===== config.mk =====
export PLATFORM = sky130hd
export DESIGN_NAME = mem_io_responder_flat
export DESIGN_NICKNAME = d
export VERILOG_FILES = /design/src/rtl/mem_io_responder_pkg.sv /design/src/rtl/mem_io_responder_if.sv /design/src/rtl/mem_io_issue_ctr.sv /design/src/rtl/mem_io_responder.sv /design/src/flat_wrapper.sv
export SDC_FILE = /design/constraint.sdc
export NUM_CORES = 1
export LEC_CHECK = 0
export ABC_AREA = 0
export CELL_PAD_IN_SITES_DETAIL_PLACEMENT = 1
export CELL_PAD_IN_SITES_GLOBAL_PLACEMENT = 1
export CORE_MARGIN = 2
export CORE_UTILIZATION = 30
export DETAILED_ROUTE_END_ITERATION = 12
export PLACE_DENSITY = 0.59
export RECOVER_POWER = 50
export SYNTH_ARGS = -nofsm -noshare
export SYNTH_HDL_FRONTEND = slang
export SYNTH_SLANG_ARGS = --single-unit

===== constraint.sdc =====
create_clock -name clk -period 14.2 [get_ports clk]
set_input_delay 2.84 -clock clk [delete_from_list [all_inputs] [get_ports clk]]
set_output_delay 2.84 -clock clk [all_outputs]
set_load 0.02 [all_outputs]

===== src/rtl/mem_io_responder_pkg.sv =====
// Shared types and helpers for the edge detector's memory I/O responder.
package edge_detect_pkg;

  typedef enum logic [1:0] {IDLE, READ, WRITE, DONE} io_state_t;

  localparam int READ_BLOCK_BYTES  = 20;
  localparam int WRITE_BLOCK_BYTES = 10;

  function automatic logic [4:0] clamp_len(input logic [4:0] len, input logic [4:0] max_len);
    return (len > max_len) ? max_len : len;
  endfunction

endpackage


===== src/rtl/mem_io_responder_if.sv =====
// Byte-wide request/grant memory port; master = responder, slave = memory.
interface mem_io_responder_if;
  logic        mem_req;
  logic        mem_we;
  logic [31:0] mem_addr;
  logic [7:0]  mem_wdata;
  logic        mem_gnt;
  logic        mem_rvalid;
  logic [7:0]  mem_rdata;

  modport master (
    output mem_req, mem_we, mem_addr, mem_wdata,
    input  mem_gnt, mem_rvalid, mem_rdata
  );

  modport slave (
    input  mem_req, mem_we, mem_addr, mem_wdata,
    output mem_gnt, mem_rvalid, mem_rdata
  );
endinterface


===== src/rtl/mem_io_issue_ctr.sv =====
// Issued/received/outstanding counters shared by the read and write phases,
// with the outstanding-read throttle.
module mem_io_issue_ctr #(
  parameter int CNT_W           = 5,
  parameter int MAX_OUTSTANDING = 4
) (
  input  logic             clk,
  input  logic             n_rst,
  input  logic             clear,
  input  logic             track,
  input  logic             issue,
  input  logic             retire,
  output logic [CNT_W-1:0] issued,
  output logic [CNT_W-1:0] received,
  output logic             can_issue,
  output logic             pending
);
  localparam int OUT_W = $clog2(MAX_OUTSTANDING + 1);
  localparam logic [OUT_W-1:0] OUT_MAX = OUT_W'(MAX_OUTSTANDING);

  logic [OUT_W-1:0] outstanding;

  always_ff @(posedge clk or negedge n_rst) begin
    if (!n_rst) begin
      issued      <= '0;
      received    <= '0;
      outstanding <= '0;
    end else if (clear) begin
      issued      <= '0;
      received    <= '0;
      outstanding <= '0;
    end else begin
      if (issue)  issued   <= issued + CNT_W'(1);
      if (retire) received <= received + CNT_W'(1);
      // A grant and a response in the same cycle cancel out.
      if (track && issue && !retire)
        outstanding <= outstanding + OUT_W'(1);
      else if (track && retire && !issue)
        outstanding <= outstanding - OUT_W'(1);
    end
  end

  assign can_issue = outstanding < OUT_MAX;
  assign pending   = outstanding != '0;

endmodule


===== src/rtl/mem_io_responder.sv =====
// Memory-side responder: one read burst then one write burst per io_start.
// Optional MEM_IO_ZERO_FILL_EN clears read_data at io_start.
module mem_io_responder
  import edge_detect_pkg::*;
#(
  parameter int READ_BLOCK      = READ_BLOCK_BYTES,
  parameter int WRITE_BLOCK     = WRITE_BLOCK_BYTES,
  parameter int MAX_OUTSTANDING = 4
) (
  input  logic                         clk,
  input  logic                         n_rst,
  input  logic                         io_start,
  input  logic [31:0]                  read_start_address,
  input  logic [4:0]                   read_length,
  output logic [READ_BLOCK-1:0][7:0]   read_data,
  input  logic [31:0]                  write_start_address,
  input  logic [4:0]                   write_length,
  input  logic [WRITE_BLOCK-1:0][7:0]  write_data,
  output logic                         io_final,
  output logic                         io_busy,
  mem_io_responder_if.master           mem
);
  localparam int CNT_W  = 5;
  localparam int RIDX_W = $clog2(READ_BLOCK);
  localparam int WIDX_W = $clog2(WRITE_BLOCK);

  io_state_t state, next_state;

  logic [31:0]                 raddr, waddr;
  logic [4:0]                  rlen, wlen;
  logic [4:0]                  rlen_in, wlen_in;
  logic [WRITE_BLOCK-1:0][7:0] wdata_q;
  logic [CNT_W-1:0]            issued, received;
  logic                        can_issue, pending;
  logic                        grant, rd_ret, start_ok;

  assign rlen_in  = clamp_len(read_length, 5'(READ_BLOCK));
  assign wlen_in  = clamp_len(write_length, 5'(WRITE_BLOCK));
  assign start_ok = (state == IDLE) && io_start;
  assign grant    = mem.mem_req && mem.mem_gnt;
  assign rd_ret   = (state == READ) && mem.mem_rvalid && pending && (received < rlen);
  assign io_busy  = state != IDLE;

  mem_io_issue_ctr #(
    .CNT_W          (CNT_W),
    .MAX_OUTSTANDING(MAX_OUTSTANDING)
  ) u_ctr (
    .clk      (clk),
    .n_rst    (n_rst),
    .clear    (state != next_state),
    .track    (state == READ),
    .issue    (grant),
    .retire   (rd_ret),
    .issued   (issued),
    .received (received),
    .can_issue(can_issue),
    .pending  (pending)
  );

  always_ff @(posedge clk or negedge n_rst) begin
    if (!n_rst) state <= IDLE;
    else        state <= next_state;
  end

  always_ff @(posedge clk) begin
    if (start_ok) begin
      raddr   <= read_start_address;
      waddr   <= write_start_address;
      rlen    <= rlen_in;
      wlen    <= wlen_in;
      wdata_q <= write_data;
    end
  end

  always_ff @(posedge clk or negedge n_rst) begin
    if (!n_rst)
      read_data <= '0;
`ifdef MEM_IO_ZERO_FILL_EN
    else if (start_ok)
      read_data <= '0;
`endif
    else if (rd_ret)
      read_data[received[RIDX_W-1:0]] <= mem.mem_rdata;
  end

  // Writes wait in READ until every response is back, so overlapping
  // regions always read the old contents.
  always_comb begin
    next_state    = state;
    mem.mem_req   = 1'b0;
    mem.mem_we    = 1'b0;
    mem.mem_addr  = '0;
    mem.mem_wdata = '0;
    io_final      = 1'b0;
    case (state)
      IDLE: begin
        if (io_start) begin
          if (rlen_in != '0)      next_state = READ;
          else if (wlen_in != '0) next_state = WRITE;
          else                    next_state = DONE;
        end
      end
      READ: begin
        if ((issued < rlen) && can_issue) begin
          mem.mem_req  = 1'b1;
          mem.mem_addr = raddr + 32'(issued);
        end
        if (rd_ret && (received + CNT_W'(1) == rlen))
          next_state = (wlen != '0) ? WRITE : DONE;
      end
      WRITE: begin
        mem.mem_req   = 1'b1;
        mem.mem_we    = 1'b1;
        mem.mem_addr  = waddr + 32'(issued);
        mem.mem_wdata = wdata_q[issued[WIDX_W-1:0]];
        if (grant && (issued + CNT_W'(1) == wlen)) next_state = DONE;
      end
      DONE: begin
        io_final   = 1'b1;
        next_state = IDLE;
      end
      default: next_state = IDLE;
    endcase
  end

endmodule


===== src/flat_wrapper.sv =====
// flat-port wrapper written by rule: the top's interface ports become plain ports
module mem_io_responder_flat import edge_detect_pkg::*;
#(
  parameter int READ_BLOCK      = READ_BLOCK_BYTES,
  parameter int WRITE_BLOCK     = WRITE_BLOCK_BYTES,
  parameter int MAX_OUTSTANDING = 4
)
  (clk, n_rst, io_start, read_start_address, read_length, read_data, write_start_address, write_length, write_data, io_final, io_busy, mem_mem_req, mem_mem_we, mem_mem_addr, mem_mem_wdata, mem_mem_gnt, mem_mem_rvalid, mem_mem_rdata);
  mem_io_responder_if mem_i ();
  input  logic clk;
  input  logic n_rst;
  input  logic io_start;
  input  logic [31:0] read_start_address;
  input  logic [4:0] read_length;
  output logic [READ_BLOCK-1:0][7:0] read_data;
  input  logic [31:0] write_start_address;
  input  logic [4:0] write_length;
  input  logic [WRITE_BLOCK-1:0][7:0] write_data;
  output logic io_final;
  output logic io_busy;
  output wire logic [$bits(mem_i.mem_req)-1:0] mem_mem_req;
  output wire logic [$bits(mem_i.mem_we)-1:0] mem_mem_we;
  output wire logic [$bits(mem_i.mem_addr)-1:0] mem_mem_addr;
  output wire logic [$bits(mem_i.mem_wdata)-1:0] mem_mem_wdata;
  input wire logic [$bits(mem_i.mem_gnt)-1:0] mem_mem_gnt;
  input wire logic [$bits(mem_i.mem_rvalid)-1:0] mem_mem_rvalid;
  input wire logic [$bits(mem_i.mem_rdata)-1:0] mem_mem_rdata;
  assign mem_mem_req = mem_i.mem_req;
  assign mem_mem_we = mem_i.mem_we;
  assign mem_mem_addr = mem_i.mem_addr;
  assign mem_mem_wdata = mem_i.mem_wdata;
  assign mem_i.mem_gnt = mem_mem_gnt;
  assign mem_i.mem_rvalid = mem_mem_rvalid;
  assign mem_i.mem_rdata = mem_mem_rdata;
  mem_io_responder #(.READ_BLOCK(READ_BLOCK), .WRITE_BLOCK(WRITE_BLOCK), .MAX_OUTSTANDING(MAX_OUTSTANDING)) u_core (.clk(clk), .n_rst(n_rst), .io_start(io_start), .read_start_address(read_start_address), .read_length(read_length), .read_data(read_data), .write_start_address(write_start_address), .write_length(write_length), .write_data(write_data), .io_final(io_final), .io_busy(io_busy), .mem(mem_i));
endmodule

==> flow_summary.ini, run 1 <==
[run_status]
status = finished, violations left
violations = max-capacitance violations, max-slew violations

[timing]
finalSetupTns_ps = 0
maxSlewViolCount = 232
finClkSkew_ps = 20.19
hold_viol = 0
setup_viol = 0
tightest_slew_ps = 3671
max_freq_mhz = 129.2
period_needed_ps = 7739
min_period_over_period_pct = 54.50
rsz0062_at_grt = false
max-slew-margin-rel_pct = -144.7

[critical_path]
cp-end-kind = async pin
crit_family = buffers and inverters
reg2reg_slack_ps = 8670
timing.setup.critical_path_class = primary input to async pin
cp.arrival_ps = 7560
critical_path_depth = 2
slowest_stage = clkbuf_1
cpPeakStageDelay_ps = 2720
crit_top_cell = clkbuf_1
path_max_fanout = 68
path_buf_inv = 2
rr_endpoint = u_core.wdata_q[52]$_DFFE_PP_
crit_path_end = u_core.read_data[150]$_DFFE_PN0P_
rr_startpoint = u_core.state[0]$_DFF_PN0_
crit_start = n_rst
worst_ep_required_time_ps = 14020
worst_r2r_path_depth = 6
path_cells = clkbuf_1 -> clkbuf_1
crit_path_start_kind = primary input

[cts]
cts_tree = built
post-cts-setup-buffer-count = 0
cts_buffer_depth = 3
cts_resized = 0
insertion_delay_ps = 560
cts.sink_count = 329
htreeDepth = 2
cts_made_buffers = 40
cts-root-buf = clkbuf_16
cts_hold_buffers = 0
clkSlewWorstSetupHoldPaths_ps = 60

[logic_synthesis]
ys_top_cells_by_count = dfrtp_1 (175), mux2_2 (163), edfxtp_1 (154)
synth_nets = 1249
ys_top_cells_by_area = edfxtp_1 (31%), dfrtp_1 (29%), mux2_2 (12%), ha_1 (2.4%), mux4_2 (2.4%)
synth.largest_area_cell = edfxtp_1
synthFlopType = dfrtp_1
netlist_instances = 1050
synth_area_um2 = 15040
ys_seq_elements = 329
synth_edf_count = 154
synth_top_area_share_pct = 30.75
ys_seq_area_share_pct = 59.86
yosysMostFrequentCell = dfrtp_1
yosys.cell_types.count = 65
syn_area_per_cell_um2 = 14.32
synthArstFlopShare_pct = 53.19
synth_warnings = 0

[drt]
drtIter0Drc = 458
first_pass_iters = 4
final_antenna_net_count = 0
vias = 10250
drc = 0
wl_per_cell_um = 20.77
vias_per_cell = 4.809
wl_mm = 44.28

[power_and_ir_drop]
p_seq_share_pct = 40.5
comb_power_share_pct = 27.2
switchingPower_uw = 957.9
p_leak_uw = 0.008453
max-vdd-ir-drop_uv = 87.90
power_density_nw_per_um2 = 146.4
internal_power_uw = 2075
p_clk_share_pct = 32.4
netSwitchingFraction_pct = 31.58

[placement]
io_buffers = 370
place_congestion = 0.8033
place_hpwl_mm = 32.17

[hold_path]
hold_depth = 1
hp-class = register to register

[die]
die_w_um = 227.9
coreArea_um2 = 49860
ios = 371
placementRows = 82
initial_core_util_pct = 30.16
die_h_um = 227.9
design.die.area_um2 = 51940

[grt]
track_usage_pct = 17.01
grt_pass1_vias = 10970
overflow = 0
antenna_found_initial = 14
grt_max_degree = 69
grt_pass1_wl_mm = 68.10

[finish]
syn2layout_area_growth_pct = 37.77
final_util_pct = 41.56
fin_nets = 1626
drive_above_1_share_pct = 19.55

[job]
max_cap_viol_count = 5
-- power groups by stage --
stage / clock network [uW] / logic [uW] / registers [uW]
after floorplan: 0 / 455 / 1280
after global placement: 0 / 846 / 1240
after detailed placement: 0 / 853 / 1240
after CTS: 1020 / 858 / 1230
after global routing: 1060 / 897 / 1240
final: 981 / 825 / 1230
-- per-stage QoR --
stage	worst slack, ps	hold WS [ps]	area (um2)	power [uW]	instances
floorplan	4277	546.5	15040	1735	1050
global placement	7362	488.5	19500	2083	2057
detailed placement	7319	494.5	19500	2096	2057
CTS	6684	507.2	20740	3101	2125
global route	5343	512.5	20720	3193	2130
finish	6461	497.0	20720	3033	2132
-- kinds of logic (layout without fill, tap and decap cells) --
group	Yosys count	after routing	synth area share (%)
AO/OA/AOI/OAI	136	136	6.239
adder cells (fa/ha/maj)	32	32	2.812
XOR/XNOR	59	59	3.436
AND/OR/NAND/NOR	224	224	9.791
flip-flops	329	329	59.86
buffers and inverters	70	473	1.872
multiplexers	199	199	15.96
other	1	8	0.02493
-- worst min path at each step --
stage,startpoint,to
floorplan,u_core.u_ctr.outstanding[0]$_DFFE_PN0P_,u_core.u_ctr.outstanding[0]$_DFFE_PN0P_
global placement,u_core.read_data[75]$_DFFE_PN0P_,u_core.read_data[75]$_DFFE_PN0P_
detailed placement,u_core.read_data[90]$_DFFE_PN0P_,u_core.read_data[90]$_DFFE_PN0P_
CTS,u_core.read_data[0]$_DFFE_PN0P_,u_core.read_data[0]$_DFFE_PN0P_
global route,u_core.read_data[106]$_DFFE_PN0P_,u_core.read_data[106]$_DFFE_PN0P_
finish,u_core.read_data[0]$_DFFE_PN0P_,u_core.read_data[0]$_DFFE_PN0P_
-- routing by layer --
layer / global-route usage [%] / vias up / share of wire [%]
met3: 3.788 / 73 / 5.6
met2: 28.07 / 292 / 48
met5: 0 / - / 0.086
met4: 6.434 / 6 / 2.7
li1: - / 4693 / -
met1: 21.86 / 5188 / 44
-- registers in the layout, summed over array words and instances, names as in the netlist --
register	cells
u_core.state	2
u_core.read_data	160
u_core.wlen	5
u_core.wdata_q	80
u_core.u_ctr.received	5
u_core.raddr	32
u_core.u_ctr.issued	5
u_core.u_ctr.outstanding	3
u_core.rlen	5
u_core.waddr	32
-- placed cells by master (no fill, tap or decap), types with 11 or more instances in the layout --
cell | netlist | routed
a21oi_1 | 26 | 26
clkbuf_16 | 0 | 40
clkdlybuf4s50_1 | 0 | 159
dfrtp_1 | 175 | 174
dlygate4sd3_1 | 0 | 210
edfxtp_1 | 154 | 154
ha_1 | 29 | 29
inv_1 | 23 | 23
mux2_2 | 163 | 163
mux2i_1 | 19 | 19
mux4_2 | 16 | 16
nand2_1 | 37 | 37
nand3_1 | 14 | 14
nand4_1 | 20 | 20
nor2_1 | 37 | 38
nor2_4 | 11 | 11
nor3_1 | 26 | 26
nor4_1 | 13 | 13
o21ai_0 | 28 | 28
xnor2_1 | 30 | 30
xor2_1 | 29 | 29
-- layout make-up --
| type | instances | area, um2 |
|---|---|---|
| diodes | 7 | 17.52 |
| flip-flops and latches | 329 | 9005 |
| clock inverters | 17 | 153.9 |
| fillers | 5209 | 29140 |
| multi-input cells | 651 | 5746 |
| well taps | 672 | 840.8 |
| repair buffers | 382 | 3780 |
| clock buffers | 51 | 1092 |
| inverters | 23 | 86.33 |
(Power assumes the default switching activity.)
==> inputs of run 2 (changes only) <==
- PLACE_DENSITY: 0.59 -> 0.61
- clock period: 14.2 -> 6.76 ns (I/O delays scaled with it)
==> flow_summary.ini, run 2 (synthesis results as in run 1) <==
[die]
die_w_um = 227.9
die_h_um = 227.9
ios = 371
placementRows = 82
initial_core_util_pct = 30.16
design.die.area_um2 = 51940
coreArea_um2 = 49860

[cts]
htreeDepth = 2
clkSlewWorstSetupHoldPaths_ps = 60
insertion_delay_ps = 560
cts-root-buf = clkbuf_16
cts.sink_count = 329
cts_resized = 0
cts_buffer_depth = 3
cts_made_buffers = 40
cts_hold_buffers = 0
post-cts-setup-buffer-count = 0
cts_tree = built

[finish]
largest_reg_flops = 160
seq_area_um2 = 9005
mostFrequentLayoutCells = clkdlybuf4s50_1 (209), dfrtp_1 (174), mux2_2 (163), dlygate4sd3_1 (160), edfxtp_1 (154)
drive_above_1_share_pct = 19.67
fin_cells = 2139
largest-register = u_core.read_data
final_util_pct = 41.70
fin_area_um2 = 20790
multi_input_area_um2 = 5746
final_common_cell = clkdlybuf4s50_1
syn2layout_area_growth_pct = 38.26
n_fill_cell = 5209
reg_top3 = u_core.read_data x160, u_core.wdata_q x80
fin_nets = 1627

[critical_path]
crit_family = compound AO/OA/AOI/OAI gates
cp-end-kind = primary output
slowest_stage = clkdlybuf4s50_1
reg2reg_slack_ps = 2770
timing.setup.critical_path_class = register to primary output
worst_ep_required_time_ps = 5410
path_cells = buf_4 -> fa_1 -> a21oi_1 -> o21ai_1 -> nand4_1 -> or4_1 -> a21o_1 -> a21oi_1 -> clkdlybuf4s50_1
crit_top_cell = a21oi_1
path_buf_inv = 2
rr_endpoint = u_core.read_data[10]$_DFFE_PN0P_
cpPeakStageDelay_ps = 670
path_max_fanout = 24
crit_path_start_kind = register
crit_start = u_core.u_ctr.issued[1]$_DFFE_PN0P_
rr_startpoint = u_core.state[1]$_DFF_PN0_
cp.arrival_ps = 4280
worst_r2r_path_depth = 8

[timing]
setup_viol = 0
finClkSkew_ps = 27.80
min_period_over_period_pct = 83.27
tightest_slew_ps = 4265
period_needed_ps = 5629
maxSlewViolCount = 169
finalSetupTns_ps = 0
hold_viol = 0
max-slew-margin-rel_pct = -184.3
max_freq_mhz = 177.6
rsz0062_at_grt = false

[hold_path]
hold_path_end = u_core.read_data[6]$_DFFE_PN0P_
hp-start = u_core.read_data[6]$_DFFE_PN0P_
hp-class = register to register
hold_depth = 1

[run_status]
violations = max-capacitance violations, max-slew violations
status = finished, violations left

[grt]
overflow = 0
antenna_found_initial = 14
grt_max_degree = 82
track_usage_pct = 16.85
grt_pass1_vias = 11120
grt_pass1_wl_mm = 67.51

[drt]
wl_per_cell_um = 20.56
drc = 0
vias_per_cell = 4.778
first_pass_iters = 4
drtIter0Drc = 447
vias = 10220
wl_mm = 43.97
final_antenna_net_count = 0

[power_and_ir_drop]
power_density_nw_per_um2 = 310.1
max-vdd-ir-drop_uv = 159.8
p_leak_uw = 0.008318

[placement]
place_congestion = 0.8064
dp.cells = 2058
placed_cell_area_um2 = 19500
io_buffers = 370
place_hpwl_mm = 32.11

[job]
max_cap_viol_count = 4
-- run 2: cell types whose count changed in the layout (fill, tap and decap cells not counted), sizes merged --
cell	previous run	this run
inv	24	26
clkinv	10	7
dlygate4sd3	210	160
bufinv	2	3
diode	7	8
clkinvlp	4	1
clkdlybuf4s50	159	209
clkbuf	54	64
buf	10	9
-- run 2: worst max-delay path by stage --
stage | end | depth (start not counted)
after floorplan | u_core.raddr[0]$_DFFE_PP_ | 2
after global placement | mem_mem_addr[26] | 9
after detailed placement | mem_mem_addr[26] | 9
after CTS | mem_mem_addr[26] | 9
after global routing | u_core.read_data[134]$_DFFE_PN0P_ | 2
final | mem_mem_addr[26] | 9
-- run 2: final cells by class --
type	count	share of cell area (%)
Sequential cell	329	43.30
Multi-Input combinational cell	651	27.63
Timing Repair Buffer	383	18.19
Clock buffer	59	5.445
Tap cell	672	4.043
Clock inverter	14	0.8724
Inverter	23	0.4152
Antenna cell	8	0.09627
-- run 2: power breakdown --
group          internal, uW  switching, uW
registers              2430            153
clock network          1290            849
logic                   716           1010
total                  4430           2020
-- run 2: per-stage QoR --
step	worst slack, ps	total power, uW	hold WS [ps]
2_1_floorplan	891.0	3619	546.5
3_3_place_gp	1797	4376	488.6
3_5_place_dp	1726	4406	494.6
4_1_cts	1127	6597	506.8
5_1_grt	500.7	6785	507.9
6_report	1131	6448	496.8
-- run 2: worst register-to-register path, stage by stage (launching register included) --
cell and delay [ps]:
dfrtp_1 460, inv_1 220, ha_1 360, nand2_1 90, a2111o_1 390, nor2_1 1360, nand2_8 230, nor2_4 360
mux2_2 380
-- run 2: per-layer routing --
layer	vias up	GRT usage [%]	share of wire [%]
met5	-	0	0.077
met2	299	27.88	48
met3	70	4.200	6.4
met4	6	5.821	2.6
li1	4714	-	-
met1	5132	21.51	43
==> inputs of run 3 (changes only) <==
- clock period: 6.76 -> 4.7 ns (I/O delays scaled with it)
==> flow_summary.ini, run 3 (synthesis results as in run 1) <==
[run_status]
status = finished, violations left
violations = max-capacitance violations, max-slew violations

[cts]
cts-root-buf = clkbuf_16
cts_made_buffers = 38
cts_buffer_depth = 3
cts_tree = built
htreeDepth = 2
clkSlewWorstSetupHoldPaths_ps = 50
insertion_delay_ps = 570
cts.sink_count = 329

[die]
die_h_um = 227.9
design.die.area_um2 = 51940
initial_core_util_pct = 30.16
placementRows = 82
coreArea_um2 = 49860
die_w_um = 227.9
ios = 371

[power_and_ir_drop]
internal_power_uw = 6293
netSwitchingFraction_pct = 31.54
p_leak_uw = 0.008356
power_density_nw_per_um2 = 441.9
comb_power_share_pct = 27.5
switchingPower_uw = 2899
p_seq_share_pct = 40.4
max-vdd-ir-drop_uv = 402.2
p_clk_share_pct = 32.2

[timing]
finClkSkew_ps = 35.73
tightest_slew_ps = 2680
max_freq_mhz = 222.1
finalSetupTns_ps = 0
min_period_over_period_pct = 95.79
period_needed_ps = 4502
setup_viol = 0
max-slew-margin-rel_pct = -78.65
hold_viol = 0
maxSlewViolCount = 201
setup_ws_ps = 198.0

[hold_path]
hold_depth = 1
hp-class = register to register
hp-start = u_core.read_data[9]$_DFFE_PN0P_
hold_path_end = u_core.read_data[9]$_DFFE_PN0P_

[drt]
wl_per_cell_um = 20.73
final_antenna_net_count = 0
drc = 0
vias = 10240
first_pass_iters = 4
wl_mm = 44.27
vias_per_cell = 4.795
drtIter0Drc = 468

[critical_path]
reg2reg_slack_ps = 650
cp-end-kind = primary output
crit_top_cell = a21oi_1
crit_path_start_kind = register
path_max_fanout = 7
path_cells = ha_1 -> fa_1 -> a21oi_1 -> o21ai_2 -> nand4_1 -> buf_4 -> nor4_1 -> o21ai_0 -> a21oi_1 -> clkdlybuf4s50_1
rr_startpoint = u_core.state[0]$_DFF_PN0_
worst_r2r_path_depth = 5
rr_endpoint = u_core.wdata_q[41]$_DFFE_PP_
cp.arrival_ps = 3560
cpPeakStageDelay_ps = 660
worst_ep_required_time_ps = 3760
timing.setup.critical_path_class = register to primary output
slowest_stage = clkdlybuf4s50_1

[finish]
final_util_pct = 41.72
drive_above_1_share_pct = 20.48
mostFrequentLayoutCells = clkdlybuf4s50_1 (216), dfrtp_1 (174), mux2_2 (163), edfxtp_1 (154), dlygate4sd3_1 (149)
syn2layout_area_growth_pct = 38.30
final_common_cell = clkdlybuf4s50_1
reg_top3 = u_core.read_data x160, u_core.wdata_q x80
fin_area_um2 = 20800
largest_reg_flops = 160
fin_nets = 1629
largest-register = u_core.read_data
fin_cells = 2136

[grt]
grt_max_degree = 106
grt_pass1_vias = 10990
antenna_found_initial = 9
track_usage_pct = 17.14
overflow = 0
grt_pass1_wl_mm = 68.57

[placement]
dp.cells = 2061
placed_cell_area_um2 = 19580
place_hpwl_mm = 32.08
place_congestion = 0.7995
io_buffers = 370
dp_slack_ps = 441.4

[job]
max_cap_viol_count = 3
-- run 3: how the worst max path moves through the flow --
stage                                            to                               start  slack [ps]  depth (start not counted)
after CTS                           mem_mem_addr[7]  u_core.u_ctr.issued[1]$_DFFE_PN0P_           6                          9
final                              mem_mem_addr[30]  u_core.u_ctr.issued[0]$_DFFE_PN0P_         200                         10
after floorplan           u_core.raddr[0]$_DFFE_PP_                            io_start         990                          2
after global placement             mem_mem_addr[26]  u_core.u_ctr.issued[0]$_DFFE_PN0P_         480                          9
after global routing               mem_mem_addr[22]  u_core.u_ctr.issued[0]$_DFFE_PN0P_          -8                          9
after detailed placement           mem_mem_addr[26]  u_core.u_ctr.issued[0]$_DFFE_PN0P_         440                          9
-- run 3: power by group through the flow --
stage | Clock (uW) | Combinational, uW | Sequential [uW]
CTS | 3080 | 2630 | 3700
global route | 3180 | 2740 | 3760
detailed placement | 0 | 2610 | 3750
finish | 2960 | 2520 | 3710
floorplan | 0 | 1380 | 3810
global placement | 0 | 2590 | 3730
-- run 3: layout make-up --
class	count	area, um2
clock inverter	18	183.9
fill	5198	29060
inverter	23	86.33
sequential	329	9005
tap	672	840.8
timing repair buffer	387	3830
multi-input combinational	651	5791
antenna	4	10.01
clock buffer	52	1055
-- run 3: stage by stage --
step | hold WS [ps] | power, uW
3_3_place_gp | 488.2 | 6321
3_5_place_dp | 494.9 | 6364
6_report | 499.7 | 9192
5_1_grt | 520.0 | 9673
4_1_cts | 507.1 | 9399
2_1_floorplan | 546.5 | 5185
-- run 3: repair_timing --
item / 4_1_cts / 5_1_grt
pin swaps: 1 / 0
setup endpoints to repair: 3 / 19
hold buffers: 0 / 0
endpoints found under the hold margin: 0 / 0
resized for setup: 2 / 11
setup buffers: 1 / 0
-- run 3: critical path, delay by kind of cell, from the launching register on --
family / cells / cell delay (ps)
adder cells (fa/ha/maj): 2 / 470
buffers and inverters: 2 / 920
AND/OR/NAND/NOR: 2 / 520
AO/OA/AOI/OAI: 4 / 720
flip-flops: 1 / 380
-- run 3: routing by layer --
layer	up-vias	GRT usage [%]	share of wire, %
li1	4697	-	-
met1	5162	21.89	44
met2	304	28.59	48
met3	75	4.450	6.0
met4	4	5.106	2.6
met5	-	0	0.059
